===== config.mk =====
export PLATFORM = sky130hd
export DESIGN_NAME = score_table_ctrl_flat
export DESIGN_NICKNAME = d
export VERILOG_FILES = /design/src/rtl/score_table_ctrl_if.sv /design/src/rtl/score_table_ctrl.sv /design/src/flat_wrapper.sv
export SDC_FILE = /design/constraint.sdc
export NUM_CORES = 1
export LEC_CHECK = 0
export BUFFER_PORTS_ARGS = -buffer_cell sky130_fd_sc_hd__buf_2
export CAP_MARGIN = 20
export CORE_MARGIN = 2
export CORE_UTILIZATION = 35
export CTS_BUF_LIST = sky130_fd_sc_hd__clkbuf_8
export DETAILED_ROUTE_END_ITERATION = 10
export PLACE_DENSITY = 0.58
export SETUP_SLACK_MARGIN = 0.2
export SLEW_MARGIN = 20
export SYNTH_ARGS = -nofsm -noshare
export SYNTH_HDL_FRONTEND = slang
export SYNTH_SLANG_ARGS = --single-unit

===== constraint.sdc =====
create_clock -name clk -period 4.55 [get_ports clk]
set_input_delay 1.365 -clock clk [delete_from_list [all_inputs] [get_ports clk]]
set_output_delay 1.365 -clock clk [all_outputs]
set_load 0.01 [all_outputs]

===== src/rtl/score_table_ctrl_if.sv =====
// Client-facing channels of the score table controller:
// insert requests from game logic and rank lookups from display logic.
interface score_table_ctrl_if #(
    parameter int DATA_WIDTH = 8,
    parameter int IDX_W      = 4
);

    logic                  ins_valid;
    logic [DATA_WIDTH-1:0] ins_score;
    logic                  ins_ready;
    logic                  ins_done;
    logic                  ins_placed;
    logic [IDX_W-1:0]      ins_rank;

    logic                  lk_valid;
    logic [IDX_W-1:0]      lk_idx;
    logic                  lk_ready;
    logic                  lk_rsp_valid;
    logic [DATA_WIDTH-1:0] lk_rsp_data;

    // Client side: game logic and display logic.
    modport master (
        output ins_valid,
        output ins_score,
        input  ins_ready,
        input  ins_done,
        input  ins_placed,
        input  ins_rank,
        output lk_valid,
        output lk_idx,
        input  lk_ready,
        input  lk_rsp_valid,
        input  lk_rsp_data
    );

    // Controller side.
    modport slave (
        input  ins_valid,
        input  ins_score,
        output ins_ready,
        output ins_done,
        output ins_placed,
        output ins_rank,
        input  lk_valid,
        input  lk_idx,
        output lk_ready,
        output lk_rsp_valid,
        output lk_rsp_data
    );

endinterface


===== src/rtl/score_table_ctrl.sv =====
// Score SRAM controller: keeps a descending high-score table in SRAM,
// serving sorted inserts and single-rank lookups over one SRAM port.
module score_table_ctrl #(
    parameter int DATA_WIDTH  = 8,
    parameter int ADDR_WIDTH  = 16,
    parameter int BASE_ADDR   = 0,
    parameter int NUM_ENTRIES = 8,
    parameter int IDX_W       = 4
) (
    input  logic                  clk,
    input  logic                  reset_n,
    score_table_ctrl_if.slave     bus,
    output logic                  mem_en,
    output logic                  mem_we,
    output logic [ADDR_WIDTH-1:0] mem_addr,
    output logic [DATA_WIDTH-1:0] mem_wdata,
    input  logic [DATA_WIDTH-1:0] mem_rdata
);

    localparam logic [ADDR_WIDTH-1:0] BASE = ADDR_WIDTH'(BASE_ADDR);
    localparam logic [IDX_W-1:0]      LAST = IDX_W'(NUM_ENTRIES - 1);
    localparam logic [IDX_W-1:0]      MISS = IDX_W'(NUM_ENTRIES);
    localparam logic [IDX_W-1:0]      ONE  = IDX_W'(1);

    typedef enum logic [3:0] {
        IDLE,
        LK_ADDR,
        LK_DATA,
        SC_ADDR,
        SC_CMP,
        SH_RD,
        SH_WR,
        WR_NEW,
        DONE
    } state_t;

    state_t                state;
    state_t                state_nx;

    // cnt is the scan rank k, the shift target j, or the lookup index.
    logic [IDX_W-1:0]      cnt;
    logic [IDX_W-1:0]      pos;
    logic [DATA_WIDTH-1:0] score;
    logic                  placed;
    logic [IDX_W-1:0]      rank;
    logic                  rsp_valid;
    logic [DATA_WIDTH-1:0] rsp_data;

    logic                  idle;
    logic                  take_ins;
    logic                  take_lk;
    logic                  hit;
    logic                  at_last;
    logic                  sh_end;

    assign idle     = (state == IDLE);
    assign take_ins = idle & bus.ins_valid;
    assign take_lk  = idle & ~bus.ins_valid & bus.lk_valid;
    assign hit      = (score > mem_rdata);
    assign at_last  = (cnt == LAST);
    assign sh_end   = (cnt == pos + ONE);

    assign bus.ins_ready    = idle;
    assign bus.lk_ready     = idle & ~bus.ins_valid;
    assign bus.ins_done     = (state == DONE);
    assign bus.ins_placed   = placed;
    assign bus.ins_rank     = rank;
    assign bus.lk_rsp_valid = rsp_valid;
    assign bus.lk_rsp_data  = rsp_data;

    // State register.
    always_ff @(posedge clk) begin
        if (!reset_n) begin
            state <= IDLE;
        end else begin
            state <= state_nx;
        end
    end

    // Next-state logic; inserts win arbitration over lookups.
    always_comb begin
        state_nx = state;
        unique case (state)
            IDLE: begin
                if (take_ins) begin
                    state_nx = SC_ADDR;
                end else if (take_lk) begin
                    state_nx = LK_ADDR;
                end
            end
            LK_ADDR: state_nx = LK_DATA;
            LK_DATA: state_nx = IDLE;
            SC_ADDR: state_nx = SC_CMP;
            SC_CMP: begin
                if (hit) begin
                    state_nx = at_last ? WR_NEW : SH_RD;
                end else if (at_last) begin
                    state_nx = DONE;
                end else begin
                    state_nx = SC_ADDR;
                end
            end
            SH_RD:  state_nx = SH_WR;
            SH_WR:  state_nx = sh_end ? WR_NEW : SH_RD;
            WR_NEW: state_nx = DONE;
            DONE:   state_nx = IDLE;
            default: state_nx = IDLE;
        endcase
    end

    // Datapath registers: request capture, scan/shift counters, results.
    always_ff @(posedge clk) begin
        if (!reset_n) begin
            cnt       <= '0;
            pos       <= '0;
            score     <= '0;
            placed    <= 1'b0;
            rank      <= '0;
            rsp_valid <= 1'b0;
            rsp_data  <= '0;
        end else begin
            rsp_valid <= 1'b0;
            unique case (state)
                IDLE: begin
                    if (take_ins) begin
                        score <= bus.ins_score;
                        cnt   <= '0;
                    end else if (take_lk) begin
                        cnt <= bus.lk_idx;
                    end
                end
                LK_DATA: begin
                    rsp_data  <= mem_rdata;
                    rsp_valid <= 1'b1;
                end
                SC_CMP: begin
                    if (hit) begin
                        pos <= cnt;
                        cnt <= LAST;
                    end else if (at_last) begin
                        placed <= 1'b0;
                        rank   <= MISS;
                    end else begin
                        cnt <= cnt + ONE;
                    end
                end
                SH_WR: begin
                    cnt <= cnt - ONE;
                end
                WR_NEW: begin
                    placed <= 1'b1;
                    rank   <= pos;
                end
                default: begin
                end
            endcase
        end
    end

    // SRAM command decode from registered state and counters only.
    // mem_rdata is the SRAM's own output register, so shifting it
    // straight back into the write port closes no combinational loop.
    always_comb begin
        mem_en    = 1'b0;
        mem_we    = 1'b0;
        mem_addr  = BASE;
        mem_wdata = '0;
        unique case (state)
            LK_ADDR, SC_ADDR: begin
                mem_en   = 1'b1;
                mem_addr = BASE + ADDR_WIDTH'(cnt);
            end
            SH_RD: begin
                mem_en   = 1'b1;
                mem_addr = BASE + ADDR_WIDTH'(cnt - ONE);
            end
            SH_WR: begin
                mem_en    = 1'b1;
                mem_we    = 1'b1;
                mem_addr  = BASE + ADDR_WIDTH'(cnt);
                mem_wdata = mem_rdata;
            end
            WR_NEW: begin
                mem_en    = 1'b1;
                mem_we    = 1'b1;
                mem_addr  = BASE + ADDR_WIDTH'(pos);
                mem_wdata = score;
            end
            default: begin
            end
        endcase
    end

endmodule

===== src/flat_wrapper.sv =====
// flat-port wrapper written by rule: the top's interface ports become plain ports
module score_table_ctrl_flat 
#(
    parameter int DATA_WIDTH  = 8,
    parameter int ADDR_WIDTH  = 16,
    parameter int BASE_ADDR   = 0,
    parameter int NUM_ENTRIES = 8,
    parameter int IDX_W       = 4
)
  (clk, reset_n, mem_en, mem_we, mem_addr, mem_wdata, mem_rdata, bus_ins_valid, bus_ins_score, bus_ins_ready, bus_ins_done, bus_ins_placed, bus_ins_rank, bus_lk_valid, bus_lk_idx, bus_lk_ready, bus_lk_rsp_valid, bus_lk_rsp_data);
  score_table_ctrl_if #(.DATA_WIDTH(DATA_WIDTH), .IDX_W(IDX_W)) bus_i ();
  input  logic clk;
  input  logic reset_n;
  output logic mem_en;
  output logic mem_we;
  output logic [ADDR_WIDTH-1:0] mem_addr;
  output logic [DATA_WIDTH-1:0] mem_wdata;
  input  logic [DATA_WIDTH-1:0] mem_rdata;
  input wire logic [$bits(bus_i.ins_valid)-1:0] bus_ins_valid;
  input wire logic [$bits(bus_i.ins_score)-1:0] bus_ins_score;
  output wire logic [$bits(bus_i.ins_ready)-1:0] bus_ins_ready;
  output wire logic [$bits(bus_i.ins_done)-1:0] bus_ins_done;
  output wire logic [$bits(bus_i.ins_placed)-1:0] bus_ins_placed;
  output wire logic [$bits(bus_i.ins_rank)-1:0] bus_ins_rank;
  input wire logic [$bits(bus_i.lk_valid)-1:0] bus_lk_valid;
  input wire logic [$bits(bus_i.lk_idx)-1:0] bus_lk_idx;
  output wire logic [$bits(bus_i.lk_ready)-1:0] bus_lk_ready;
  output wire logic [$bits(bus_i.lk_rsp_valid)-1:0] bus_lk_rsp_valid;
  output wire logic [$bits(bus_i.lk_rsp_data)-1:0] bus_lk_rsp_data;
  assign bus_i.ins_valid = bus_ins_valid;
  assign bus_i.ins_score = bus_ins_score;
  assign bus_ins_ready = bus_i.ins_ready;
  assign bus_ins_done = bus_i.ins_done;
  assign bus_ins_placed = bus_i.ins_placed;
  assign bus_ins_rank = bus_i.ins_rank;
  assign bus_i.lk_valid = bus_lk_valid;
  assign bus_i.lk_idx = bus_lk_idx;
  assign bus_lk_ready = bus_i.lk_ready;
  assign bus_lk_rsp_valid = bus_i.lk_rsp_valid;
  assign bus_lk_rsp_data = bus_i.lk_rsp_data;
  score_table_ctrl #(.DATA_WIDTH(DATA_WIDTH), .ADDR_WIDTH(ADDR_WIDTH), .BASE_ADDR(BASE_ADDR), .NUM_ENTRIES(NUM_ENTRIES), .IDX_W(IDX_W)) u_core (.clk(clk), .reset_n(reset_n), .bus(bus_i), .mem_en(mem_en), .mem_we(mem_we), .mem_addr(mem_addr), .mem_wdata(mem_wdata), .mem_rdata(mem_rdata));
endmodule

==> flow_summary.toml, run 1 <==
[cells_and_area]
post-route-util = 0.428
final-instance-count-excl-fill = 412
fillers = 656
diodes = 0
fin_nets = 373
drive_above_1_share = 0.237
area_growth_syn_to_layout_pct = 16.4

[yosys]
syn_area_um2 = 2200
synth.avg_cell_area_um2 = 7.60
synthCells = 290
synth_fp_nets = 327
synth_top_cells_by_count = "a21oi_1 (34), dfxtp_1 (34), nand2_1 (34)"
async_flop_share = 0
ys_types = 46
synth_top_area_share = 0.309
synth_top_area_cell = "dfxtp_1"
synth-warning-count = 0
synthTopCellsByArea = "dfxtp_1 (31%), a21oi_1 (7.7%), ha_1 (7.4%)"
yosysSeqAreaShare = 0.309
ys_ff_latch = 34
synth-edff-count = 0
synthFlopType = "dfxtp_1"

[timing]
post-route-period-util = 0.855
timing.final.max_slew_violations = 0
hold_viol = 0
clock_skew_ns = 0.00714
relSlewSlack = 0.374
setup_viol = 0
tightest_slew_ns = 0.938
fmax_mhz = 257
grt_setup_unrepaired = "no"
fin_setup_tns_ns = 0
hold_ws_ns = 0.451
period_needed_ns = 3.89

[grt]
grt_max_degree = 25
grt_first_pass_wirelength_um = 9710
gr-total-overflow = 0
track_usage = 0.168
antenna_found_initial = 0
grt_pass1_vias = 1954

[outcome]
status = "completed"

[route]
route.detailed.wl_per_inst_um = 14.5
ant_nets = 0
wirelength_um = 5960
drtIter0Drc = 104
drt_first_pass_iters = 4
vias = 2152
routed_via_density = 5.22
route.detailed.drc = 0

[setup_path]
critPathLaunchType = "flip-flop"
cp_cell_sequence = "nand2_1 -> or2_2 -> inv_1 -> and2_1 -> a22oi_1 -> o21ai_0 -> buf_2"
slowest_delay_ns = 0.80
crit_type = "flip-flop to primary output"
worstPathArrival_ns = 2.52
cp_max_fo = 21
critPathBufInv = 2
critPathSlowestCell = "dfxtp_1"
path_delay_family = "simple AND/OR/NAND/NOR gates"
required_ns = 3.18
crit_path_end_kind = "primary output"

[clocking]
htreeDepth = 2
clockBufferDepth = 2
cts_sinks = 34
cts_tree = "yes"
insertion_delay_ns = 0.28
cts_hold_buf = 0
cts-root-buf = "clkbuf_8"
cts_setup_buffers = 0
ctsResizeCount = 0
numCtsBuffers = 5
cts.clk_slew.worst_paths_ns = 0.07

[floorplanning]
num_rows = 28
die_area_um2 = 6950
fp.dieW_um = 83.4
coreArea_um2 = 5990
start_util = 0.368
pin_count = 67
die_h_um = 83.4

[power]
ir_drop_mv = 0.169
powerDensity_nw_per_um2 = 317
p_leak_nw = 1.21

[placed_design]
io_buffer_count = 66
dp_hpwl_um = 4360
placed_cells = 404
gp_congestion = 0.901

[run]
drv_cap = 0

[hold_path]
hold_class = "flip-flop to flip-flop"
-- tightest hold or removal path: cells and delay by family, from the launching register on --
kind	cells	cell delay [ns]
simple gates	1	0.05
compound gates	1	0.05
flops	1	0.31
-- report_power, final --
part           internal (W)  total (W)  switching (W)
clock network      0.000120   0.000229       0.000109
registers          0.000320   0.000368      0.0000476
logic             0.0000940   0.000217       0.000123
total              0.000534   0.000814       0.000279
-- through the flow --
| stage | total power (W) | worst slack (ns) | cell area, um^2 |
|---|---|---|---|
| after detailed placement | 0.000590 | 0.967 | 2470 |
| after global placement | 0.000589 | 1.00 | 2470 |
| final | 0.000814 | 0.660 | 2570 |
| after floorplan | 0.000524 | 0.758 | 2200 |
| after global routing | 0.000869 | 0.433 | 2570 |
| after CTS | 0.000820 | 0.648 | 2560 |
-- cell usage in the layout, fill, tap and decap left out, types with 2 or more instances in the layout --
cell	Yosys	layout
buf_2	4	66
a21oi_1	34	34
nand2_1	34	34
dfxtp_1	34	34
nor2_1	31	31
inv_1	15	16
nand3_1	16	16
o21ai_0	14	14
mux2i_1	13	13
ha_1	13	13
xnor2_1	7	7
clkbuf_8	0	6
nor2b_1	4	4
o211ai_1	3	3
nand4_1	3	3
or2_2	2	2
o21ai_1	2	2
nand3b_1	2	2
nor3_1	3	2
and2_1	2	2
a221o_1	2	2
nor4b_1	2	2
nor4_1	2	2
a21o_1	2	2
a31oi_1	2	2
o31ai_1	2	2
xor2_1	2	2
-- logic make-up after synthesis --
logic type,after synthesis,share of synthesized area
xor+xnor,9,0.0358
compound gates,71,0.192
buf+inv,43,0.101
mux,13,0.0590
fa+ha+maj,13,0.0738
flops,34,0.309
simple gates,107,0.230
-- layer usage --
layer | up-vias | track usage | wire length [um]
met4 | 0 | 0.0358 | 42
met2 | 65 | 0.266 | 2700
met3 | 4 | 0.0437 | 395
met1 | 992 | 0.229 | 2820
li1 | 1091 | - | -
met5 | - | 0 | 0
-- cell type report --
cell class                 count  area (um^2)  area share
tap                           75         93.8      0.0366
clock inverter                 2         8.76     0.00341
clock buffer                   6         82.6      0.0322
sequential                    34          681       0.265
multi-input combinational    213         1310       0.509
inverter                      15         56.3      0.0219
timing repair buffer          67          338       0.132
-- state kept, by name, indices dropped and copies added, names as in the netlist --
| register | cells |
|---|---|
| u_core.bus.lk_rsp_valid | 1 |
| u_core.cnt | 4 |
| u_core.bus.ins_placed | 1 |
| u_core.bus.lk_rsp_data | 8 |
| u_core.score | 8 |
| u_core.bus.ins_rank | 4 |
| u_core.state | 4 |
| u_core.pos | 4 |
-- worst paths after layout --
| check | startpoint | end | slack [ns] | cells past startpoint |
|---|---|---|---|---|
| worst min register to register | u_core.bus.lk_rsp_data[0] | u_core.bus.lk_rsp_data[0] | 0.45 | 2 |
| worst max register to register | u_core.score[1] | u_core.state[1] | 2.18 | 10 |
| worst max-delay path | u_core.state[2] | mem_addr[3] | 0.66 | 7 |
| worst min-delay path | u_core.bus.lk_rsp_data[0] | u_core.bus.lk_rsp_data[0] | 0.45 | 2 |
Note: power is estimated with default switching activity, not from simulation.
==> run 2, diff against run 1 <==
CORE_MARGIN = 3   (was 2)
==> flow_summary.toml, run 2 (synthesized netlist as in run 1, its figures left out) <==
[setup_path]
required_ns = 3.18
critPathSlowestCell = "dfxtp_1"
cp_cell_sequence = "nand2_1 -> or2_2 -> inv_1 -> and2_1 -> a22oi_1 -> o21ai_0 -> buf_2"
critPathBufInv = 2
cp.depth = 7
r2r_start = "u_core.score[1]"
slowest_delay_ns = 0.77
r2r_cells = 10
r2r_setup_slack_ns = 2.15
crit_path_end_kind = "primary output"
crit_type = "flip-flop to primary output"
reg2reg_to = "u_core.state[1]"
critPathLaunchType = "flip-flop"
worstPathArrival_ns = 2.50
crit_start = "u_core.state[2]"
cp_max_fo = 21
path_delay_family = "simple AND/OR/NAND/NOR gates"

[run]
drv_cap = 0

[hold_path]
hold_class = "flip-flop to flip-flop"
hold_path.startpoint = "u_core.bus.lk_rsp_data[4]"
holdPathEnd = "u_core.bus.lk_rsp_data[4]"
hold_depth = 2

[timing]
period_needed_ns = 3.86
setup_viol = 0
clock_skew_ns = 0.00648
timing.final.max_slew_violations = 0
fmax_mhz = 259
grt_setup_unrepaired = "no"
relSlewSlack = 0.329
tightest_slew_ns = 0.999
fin_setup_tns_ns = 0
post-route-period-util = 0.848
hold_viol = 0
hold_ws_ns = 0.451

[cells_and_area]
final-instance-count-excl-fill = 412
diodes = 0
layout_commonest_cell = "buf_2"
fillers = 657
area_growth_syn_to_layout_pct = 16.2
drive_above_1_share = 0.234
fin_nets = 373
final_cell_mix = "buf_2 (66), a21oi_1 (34), nand2_1 (34), dfxtp_1 (34), nor2_1 (31)"

[grt]
antenna_found_initial = 0
track_usage = 0.164
gr-total-overflow = 0
grt_pass1_vias = 1962
grt_max_degree = 25
grt_first_pass_wirelength_um = 9620

[floorplanning]
fp.dieW_um = 85.4
die_area_um2 = 7290
die_h_um = 85.4
num_rows = 28
coreArea_um2 = 6030
pin_count = 67
start_util = 0.366

[placed_design]
gp_congestion = 0.911
io_buffer_count = 66
dp_hpwl_um = 4410
placed_cells = 404

[route]
vias = 2149
route.detailed.drc = 0
routed_via_density = 5.22
ant_nets = 0
route.detailed.wl_per_inst_um = 14.3
drt_first_pass_iters = 4
drtIter0Drc = 140
wirelength_um = 5870

[clocking]
insertion_delay_ns = 0.28
cts_hold_buf = 0
ctsResizeCount = 0
numCtsBuffers = 5
htreeDepth = 2
clockBufferDepth = 2
cts_setup_buffers = 0
cts-root-buf = "clkbuf_8"
cts_sinks = 34
cts.clk_slew.worst_paths_ns = 0.07
cts_tree = "yes"

[outcome]
status = "completed"

[power]
p_leak_nw = 1.21
powerDensity_nw_per_um2 = 318
ir_drop_mv = 0.167
[run 2: changes by cell type in the layout (fill, tap and decap cells not counted)]
cell / delta
nor3_2: -1
nor3_1: +1
[run 2: worst register-to-register path, stage by stage, from the launching register on]
cell	delay, ns
dfxtp_1	0.33
ha_1	0.29
nor2b_1	0.13
o211ai_1	0.15
a21oi_1	0.11
o21ai_1	0.48
ha_1	0.33
a21oi_1	0.14
a211oi_1	0.10
a31oi_1	0.17
nor2_1	0.05
[run 2: power by group]
group	internal (W)	leakage [nW]	switching, W
Sequential	0.000320	0.277	0.0000470
Clock	0.000120	0.0524	0.000109
Combinational	0.0000940	0.882	0.000123
[run 2: worst max-delay path by stage]
stage | to | slack (ns)
3_5_place_dp | u_core.state[1] | 0.99
2_1_floorplan | mem_addr[10] | 0.76
5_1_grt | mem_addr[3] | 0.43
3_3_place_gp | mem_addr[3] | 0.98
4_1_cts | mem_addr[3] | 0.68
6_report | mem_addr[3] | 0.69
[run 2: per-stage QoR]
step | util | area (um^2) | setup slack (ns) | power (W)
after floorplan | - | 2200 | 0.758 | 0.000524
after global placement | 0.410 | 2470 | 0.982 | 0.000590
after detailed placement | 0.410 | 2470 | 0.992 | 0.000590
after CTS | 0.425 | 2560 | 0.681 | 0.000821
after global routing | 0.425 | 2560 | 0.429 | 0.000869
final | 0.425 | 2560 | 0.689 | 0.000813
[run 2: cell type report]
class / count / area (um^2) / area share
Clock buffer: 6 / 82.6 / 0.0322
Clock inverter: 2 / 8.76 / 0.00342
Inverter: 15 / 56.3 / 0.0220
Multi-Input combinational cell: 213 / 1300 / 0.508
Sequential cell: 34 / 681 / 0.266
Tap cell: 75 / 93.8 / 0.0366
Timing Repair Buffer: 67 / 338 / 0.132
[run 2: metal layers]
layer  vias to the layer above  GRT usage  wire length (um)
met4                         0     0.0403                57
met2                        69      0.261              2670
met5                         -          0                 0
li1                       1091          -                 -
met1                       983      0.227              2790
met3                         6     0.0330               355
